--- config.mk ---
export PLATFORM = sky130hd
export DESIGN_NAME = prog_loader
export DESIGN_NICKNAME = d
export VERILOG_FILES = /design/src/rtl/prog_loader_pkg.sv /design/src/rtl/prog_loader_byte_packer.sv /design/src/rtl/prog_loader.sv
export SDC_FILE = /design/constraint.sdc
export NUM_CORES = 1
export LEC_CHECK = 0
export ABC_CLOCK_PERIOD_IN_PS = 2900
export BUFFER_PORTS_ARGS = -buffer_cell sky130_fd_sc_hd__buf_4
export CAP_MARGIN = 20
export CELL_PAD_IN_SITES_DETAIL_PLACEMENT = 1
export CELL_PAD_IN_SITES_GLOBAL_PLACEMENT = 1
export CORE_MARGIN = 2
export CORE_UTILIZATION = 44
export CTS_CLUSTER_DIAMETER = 100
export DETAILED_ROUTE_END_ITERATION = 8
export GPL_TIMING_DRIVEN = 0
export PLACE_DENSITY_LB_ADDON = 0.1
export SETUP_SLACK_MARGIN = 0.02
export SYNTH_ARGS = -nofsm -noshare
export SYNTH_HDL_FRONTEND = slang
export SYNTH_SLANG_ARGS = --single-unit
--- constraint.sdc ---
create_clock -name clk -period 2.9 [get_ports clk]
set_clock_uncertainty 0.1 [all_clocks]
set_input_delay 0.435 -clock clk [delete_from_list [all_inputs] [get_ports clk]]
set_output_delay 0.435 -clock clk [all_outputs]
set_load 0.02 [all_outputs]
--- src/rtl/prog_loader_pkg.sv ---
// ============================================================================
// Module      : prog_loader_pkg
// Description : Shared types and constants for the program loader.
// Revision    : 1.0 - initial release
// ============================================================================
`default_nettype none

package prog_loader_pkg;

  localparam int c_len_w  = 16;
  localparam int c_byte_w = 8;

  typedef enum logic [2:0] {
    IDLE  = 3'd0,
    LEN0  = 3'd1,
    LEN1  = 3'd2,
    DATA  = 3'd3,
    CSUM  = 3'd4,
    DONE  = 3'd5,
    ERROR = 3'd6
  } loader_state_t;

endpackage

`default_nettype wire

--- src/rtl/prog_loader_byte_packer.sv ---
// ============================================================================
// Module      : byte_packer
// Description : Shifts little-endian stream bytes into a DATA_W word.
// Revision    : 1.0 - initial release
// ============================================================================
`default_nettype none

module byte_packer
  import prog_loader_pkg::*;
#(
  parameter int DATA_W = 32
) (
  input  logic                clk,
  input  logic                rst,
  input  logic                clr,
  input  logic                en,
  input  logic [c_byte_w-1:0] in_byte,
  output logic [DATA_W-1:0]   word,
  output logic                last
);

  localparam int BYTES = DATA_W / c_byte_w;
  localparam int IDX_W = (BYTES > 1) ? $clog2(BYTES) : 1;
  localparam logic [IDX_W-1:0] c_last_idx = IDX_W'(BYTES - 1);

  logic [DATA_W-1:0] r_word;
  logic [IDX_W-1:0]  r_idx;
  logic [DATA_W-1:0] w_shift;

  // New byte enters at the top so the first byte ends up in bits [7:0].
  generate
    if (BYTES == 1) begin : g_single
      assign w_shift = in_byte;
    end else begin : g_multi
      assign w_shift = {in_byte, r_word[DATA_W-1:c_byte_w]};
    end
  endgenerate

  assign word = w_shift;
  assign last = en && (r_idx == c_last_idx);

  always_ff @(posedge clk or negedge rst) begin
    if (!rst) begin
      r_word <= '0;
      r_idx  <= '0;
    end else if (clr) begin
      r_word <= '0;
      r_idx  <= '0;
    end else if (en) begin
      r_word <= w_shift;
      r_idx  <= last ? '0 : r_idx + 1'b1;
    end
  end

endmodule

`default_nettype wire

--- src/rtl/prog_loader.sv ---
// ============================================================================
// Module      : prog_loader
// Description : Streams a length/data/checksum frame into imem, gating core reset.
// Revision    : 1.0 - initial release
// ============================================================================
`default_nettype none

module prog_loader
  import prog_loader_pkg::*;
#(
  parameter int MEM_DEPTH = 60,
  parameter int DATA_W    = 32,
  parameter int ADDR_W    = $clog2(MEM_DEPTH)
) (
  input  logic                clk,
  input  logic                rst,
  input  logic                start,
  input  logic [c_byte_w-1:0] in_data,
  input  logic                in_valid,
  output logic                in_ready,
  output logic                mem_we,
  output logic [ADDR_W-1:0]   mem_addr,
  output logic [DATA_W-1:0]   mem_wdata,
  output logic                core_rst,
  output logic                done,
  output logic                error,
  output logic [c_len_w-1:0]  word_cnt
);

  localparam logic [c_len_w-1:0] c_depth = c_len_w'(MEM_DEPTH);

  loader_state_t r_state;
  loader_state_t w_next;

  logic [c_byte_w-1:0] r_len_lo;
  logic [c_len_w-1:0]  r_len;
  logic [c_byte_w-1:0] r_xor;
  logic [c_len_w-1:0]  r_word_cnt;
  logic                r_we;
  logic [ADDR_W-1:0]   r_addr;
  logic [DATA_W-1:0]   r_wdata;

  logic                w_accept;
  logic                w_start_ok;
  logic                w_data_en;
  logic                w_last;
  logic [DATA_W-1:0]   w_word;
  logic [c_len_w-1:0]  w_len_full;
  logic [c_len_w-1:0]  w_cnt_inc;

  assign in_ready   = (r_state == LEN0) || (r_state == LEN1) ||
                      (r_state == DATA) || (r_state == CSUM);
  assign w_accept   = in_valid && in_ready;
  assign w_start_ok = start && ((r_state == IDLE) || (r_state == DONE) || (r_state == ERROR));
  assign w_data_en  = w_accept && (r_state == DATA);
  assign w_len_full = {in_data, r_len_lo};
  assign w_cnt_inc  = r_word_cnt + 16'd1;

  byte_packer #(
    .DATA_W (DATA_W)
  ) u_packer (
    .clk     (clk),
    .rst     (rst),
    .clr     (w_start_ok),
    .en      (w_data_en),
    .in_byte (in_data),
    .word    (w_word),
    .last    (w_last)
  );

  always_ff @(posedge clk or negedge rst) begin
    if (!rst) r_state <= IDLE;
    else      r_state <= w_next;
  end

  always_comb begin
    w_next = r_state;
    case (r_state)
      IDLE, DONE, ERROR: if (start) w_next = LEN0;
      LEN0: if (w_accept) w_next = LEN1;
      LEN1: begin
        if (w_accept) begin
          if (w_len_full > c_depth)   w_next = ERROR;
          else if (w_len_full == '0)  w_next = CSUM;
          else                        w_next = DATA;
        end
      end
      DATA: if (w_last && (w_cnt_inc == r_len)) w_next = CSUM;
      CSUM: if (w_accept) w_next = (in_data == r_xor) ? DONE : ERROR;
      default: w_next = IDLE;
    endcase
  end

  // Write strobe, address and data are registered so imem sees them stable for one full cycle.
  always_ff @(posedge clk or negedge rst) begin
    if (!rst) begin
      r_len_lo   <= '0;
      r_len      <= '0;
      r_xor      <= '0;
      r_word_cnt <= '0;
      r_we       <= 1'b0;
      r_addr     <= '0;
      r_wdata    <= '0;
    end else begin
      r_we <= 1'b0;
      if (w_start_ok) begin
        r_word_cnt <= '0;
        r_xor      <= '0;
      end
      if (w_accept && (r_state == LEN0)) r_len_lo <= in_data;
      if (w_accept && (r_state == LEN1)) r_len    <= w_len_full;
      if (w_data_en) begin
        r_xor <= r_xor ^ in_data;
        if (w_last) begin
          r_we       <= 1'b1;
          r_addr     <= r_word_cnt[ADDR_W-1:0];
          r_wdata    <= w_word;
          r_word_cnt <= w_cnt_inc;
        end
      end
    end
  end

  assign mem_we    = r_we;
  assign mem_addr  = r_addr;
  assign mem_wdata = r_wdata;
  assign word_cnt  = r_word_cnt;
  assign done      = (r_state == DONE);
  assign error     = (r_state == ERROR);
  assign core_rst  = (r_state != DONE);

endmodule

`default_nettype wire
Word-level counts from Yosys, hierarchy flattened
Cells that the tools add are included.
Widths: inputs -> output; s select.
{ "totals": {"reg_bits": 124, "inputBits": 12} }
{ "classes": {"eq_ne": 15, "n_reduce_logical": 18, "n_addsub": 2, "n_mux": 21, "n_lt_le_gt_ge": 1, "bitwise": 1} }
{ "op_table": {"columns": ["cell", "n"], "rows": [
  ["$mux 32", 2],
  ["$mux 16", 3],
  ["$mux 3", 7],
  ["$add 16x1->16 const B", 1],
  ["$eq 16x16->1", 1],
  ["$gt 16x6->1 const B", 1],
  ["$logic_not 16->1", 1],
  ["$mux 8", 2],
  ["$pmux 3 s5", 1],
  ["$eq 3x3->1 const B", 3],
  ["$eq 8x8->1", 1],
  ["$mux 2", 4],
  ["$ne 2x2->1 const B", 4],
  ["$xor 8x8->8", 1],
  ["$logic_and 1x1->1", 7],
  ["$eq 3x2->1 const B", 2],
  ["$logic_or 1x1->1", 5],
  ["$reduce_and 5->1", 1],
  ["$eq 3x1->1 const B", 1],
  ["$logic_not 3->1", 1],
  ["$ne 3x3->1 const B", 1],
  ["$reduce_or 3->1", 1],
  ["$add 2x1->2 const B", 1],
  ["$eq 2x2->1 const B", 1],
  ["other kinds (4)", 5]
]} }

Logic depth before layout (Yosys ltp)
{ "depth": {"depth_word": 10, "ltp_mapped": 8, "depth_no_buf": 7} }

By module
From an unflattened synthesis, not the netlist that was laid out.
{ "hier_totals": {"cells_unflattened": 583, "hier_area_um2": 5660.4} }
{ "by_module_without_submodules": {"columns": ["module", "cells_each", "area_per_inst_um2", "instances", "seq_area_each_um2"], "rows": [
  ["prog_loader", 489, 4506.8, 1, 2252.2],
  ["byte_packer", 94, 1153.6, 1, 650.6]
]} }

Worst setup path after synthesis
Ideal clock, no wire load.
{ "synth_path": {"path_kind": "reg-to-reg", "from": "register r_word_cnt[0], in the netlist word_cnt[0]", "to": "register r_state[2]", "setup_slack_ps": 378, "t_arrival_ps": 2298, "path_stages_with_launch": 8, "cell_sequence": "dfrtp_1 -> ha_1 -> nand3_4 -> or4_4 -> mux2_4 -> o22ai_2 -> nor4b_2 -> a211o_1"} }
{ "synth_via": {"elab_chain_len": 5} }
{ "synth_rtl": {"columns": ["element", "line_no", "text"], "rows": [
  ["from (decl)", "prog_loader.sv:38", "logic [c_len_w-1:0] r_word_cnt;"],
  ["from (signal assigned)", "prog_loader.sv:118", "r_word_cnt <= w_cnt_inc;"],
  ["$add 16x1->16", "prog_loader.sv:57", "assign w_cnt_inc = r_word_cnt + 16'd1;"],
  ["$eq 16x16->1", "prog_loader.sv:88", "DATA: if (w_last && (w_cnt_inc == r_len)) w_next = CSUM;"],
  ["$logic_and 1x1->1", "prog_loader.sv:88", null],
  ["$ne 2x1->1 (no line)", null, null],
  ["$reduce_and 5->1 (no line)", null, null],
  ["to (signal assigned)", "prog_loader.sv:73", "else r_state <= w_next;"],
  ["to (decl)", "prog_loader.sv:32", "loader_state_t r_state;"]
]} }
Every way passes these cells.
A chain may end at the register's enable or synchronous reset.

Final worst setup path
{ "layout_path": {"from": "register r_word_cnt[0], in the netlist word_cnt[0]", "to": "register r_state[0]"} }
The elaborated chain is that of the path after synthesis.

==> impl_metrics.yaml <==
outcome:
  status: "completed"
floorplanning:
  core_um2: 12100
  start_util_pct: 45.4
  die_w_um: 116
  placementRows: 40
  dieArea_um2: 13300
  chipHeight_um: 116
  io-pin-count: 71
global_routing:
  antenna_found_initial: 0
  grt_pass1_wl_um: 26100
  grt-ovfl-total: 0
  use_met2_pct: 42.1
  grt_pass1_vias: 4933
  grt_max_degree: 60
  gr-usage-met3_pct: 5.33
  grtUsageTotal_pct: 26.0
  met1_usage_pct: 34.1
  busiest_layer: "met2"
clock_network:
  numCtsBuffers: 17
  cts_tree: "yes"
  cts-root-buf: "clkbuf_16"
  cts_buffer_depth: 2
  path_clk_slew_ns: 0.05
  insertion_delay_ns: 0.42
  post_cts_buffers: 0
  cts.sinks: 116
  htreeDepth: 4
finish:
  drive_above_1_share_pct: 22.0
  layout_common_cells: "nand2_1 (179), dfrtp_1 (115), buf_4 (70)"
  area_growth_pct: 25.9
  nets: 691
  fillers: 1380
  fin_area_um2: 6890
  multi_input_area_um2: 2430
  antenna_cells: 0
  mostFrequentLayoutCell: "nand2_1"
  seqCellArea_um2: 2900
detailed_routing:
  wl_um: 16300
  ant_nets: 0
  viasPerCell: 5.52
  drcViolationCount: 0
  firstDrtPassIters: 5
  wire_per_inst_um: 19.0
  drtIter0Drc: 312
  num_vias: 4735
synthesis:
  synth_edf_count: 0
  syn_area_um2: 5470
  syn_inst: 587
  ys.flop_type: "dfrtp_1"
  synth_warnings: 0
  ys_top_cells_by_area: "dfrtp_1 (53%), nand2_1 (12%), mux2_2 (5.1%)"
  synth.yosys.seq_area_share_pct: 53.1
  synth_top_cell_by_area: "dfrtp_1"
  synth_seq_cells: 116
  async_reset_ff_share_pct: 100
  synth.distinct_cells: 56
  synth_area_per_cell_um2: 9.32
  synth_fp_nets: 601
  synth_top_cell_area_share_pct: 53.1
critical_path:
  critPathKind: "register to register"
  worst_ep_required_time_ns: 3.08
  worstSetupEndpointType: "register"
  startpoint_type: "register"
  cp_data_arrival_time_ns: 2.95
  worstPathMaxFanout: 10
  r2r_start: "word_cnt[0]"
  cp-startpoint: "word_cnt[0]"
placement:
  dp_hpwl_um: 11000
  io_buffers: 70
  placed_area_um2: 6240
  gp_congestion: 0.880
  post-place-ws_ns: -0.108
sta:
  maxSlewHeadroom_pct: 51.6
  worst_slew_pin_slew_ns: 0.722
  worst_slack_ns: 0.127
  fmax_mhz: 361
  worst_hold_slack_ns: 0.188
  finalMaxSlewViolations: 0
  rsz0062_at_grt: "no"
  fin_crit_ns: 2.77
  finalCritPeriodShare_pct: 95.6
  setup_viol: 0
  hold_viol_final: 0
hold_path:
  hold_start: "in_data[0]"
  hold_path.class: "primary input to register"
job:
  cap_viol_max_count: 0
pwr:
  p_leak_nw: 3.27
  p_clk_share_pct: 33.4
  pwr-share-comb_pct: 27.7
  irDropWorstVdd_uv: 529
  p_sw_mw: 2.18
  seqPwrFrac_pct: 38.9
  power.density_nw_per_um2: 931
  p_int_mw: 4.23
  p_sw_share_pct: 34.0
-- worst max-delay path: stages, from the launching register on --
cell     delay, ns
dfrtp_2       0.48
ha_1          0.34
nand3_4       0.17
or4_4         0.62
mux2i_1       0.23
o22ai_2       0.14
nor4b_4       0.39
o21ai_0       0.15
-- area by class of cell --
class,instances,area share (%)
flip-flops and latches,116,42.2
multi-input cells,430,35.3
repair buffers,72,8.23
clock buffers,25,7.48
well taps,168,3.05
plain buffers,33,2.00
clock inverters,7,1.36
inverters,7,0.381
-- timing repair --
item                                    4_1_cts  5_1_grt
endpoints found under the setup margin       22       54
endpoints found under the hold margin        57        0
hold buffers                                  1        0
gates resized for setup                       4        7
-- synthesized netlist by cell type (3+ instances only) --
| master | n |
|---|---|
| o21ai_0 | 44 |
| nor2b_1 | 5 |
| mux2i_1 | 4 |
| and3_1 | 3 |
| nor2_1 | 28 |
| xor2_1 | 7 |
| a21oi_1 | 32 |
| nand4_1 | 8 |
| a31oi_1 | 4 |
| dfrtp_1 | 116 |
| clkbuf_1 | 26 |
| nand3_1 | 11 |
| o31ai_1 | 6 |
| buf_2 | 5 |
| nor4_1 | 8 |
| mux2_2 | 25 |
| nand2_1 | 180 |
| xnor2_1 | 19 |
| inv_1 | 7 |
-- logic make-up (layout without fill, tap and decap cells) --
kind of cell,after synthesis,count (layout),share of synthesized area (%)
AOI/OAI and AO/OA,102,102,10.8
xor gates and xnor gates,26,26,4.16
adders and majority gates,3,3,0.640
buffers and inverters,41,144,3.00
DFF,116,116,53.1
muxes,30,30,6.15
and+or+nand+nor,269,269,22.2
-- final timing paths --
kind / depth (start not counted) / end / slack [ns]
worst min-delay path: 3 / mem_wdata[24] / 0.19
min in group asynchronous: 2 / mem_addr[4] / 0.47
max in group asynchronous: 3 / u_packer.r_word[23] / 1.55
worst max register to register: 7 / r_state[0] / 0.13
worst max-delay path: 7 / r_state[0] / 0.13
worst min register to register: 2 / mem_wdata[6] / 0.37
-- per-layer routing --
metal,share of wire (%),wire length [µm]
met1,45,7380
met2,48,7900
met3,4.0,655
met4,2.3,377
met5,0,0
-- stage by stage --
stage / instances / total power, mW / utilization, % / setup TNS [ns]
2_1_floorplan: 587 / 3.55 / - / 0
3_3_place_gp: 825 / 4.08 / 51.5 / -0.656
3_5_place_dp: 826 / 4.20 / 51.7 / -0.869
4_1_cts: 859 / 6.43 / 57.0 / 0
5_1_grt: 858 / 6.73 / 57.1 / 0
6_report: 858 / 6.41 / 57.1 / 0
-- flip-flops by register name, summed over array words and instances (netlist names) --
signal,count
word_cnt,16
u_packer.r_idx,2
mem_addr,6
mem_wdata,32
u_packer.r_word,24
r_len_lo,8
r_xor,8
mem_we,1
r_state,3
r_len,16
-- power by group through the flow --
stage | sequential [mW] | combinational [mW] | clock [mW]
2_1_floorplan | 2.44 | 1.11 | 0
3_3_place_gp | 2.46 | 1.63 | 0
3_5_place_dp | 2.49 | 1.71 | 0
4_1_cts | 2.48 | 1.78 | 2.17
5_1_grt | 2.55 | 1.95 | 2.23
6_report | 2.49 | 1.78 | 2.14
No activity file was read; power rests on OpenSTA's default activity.
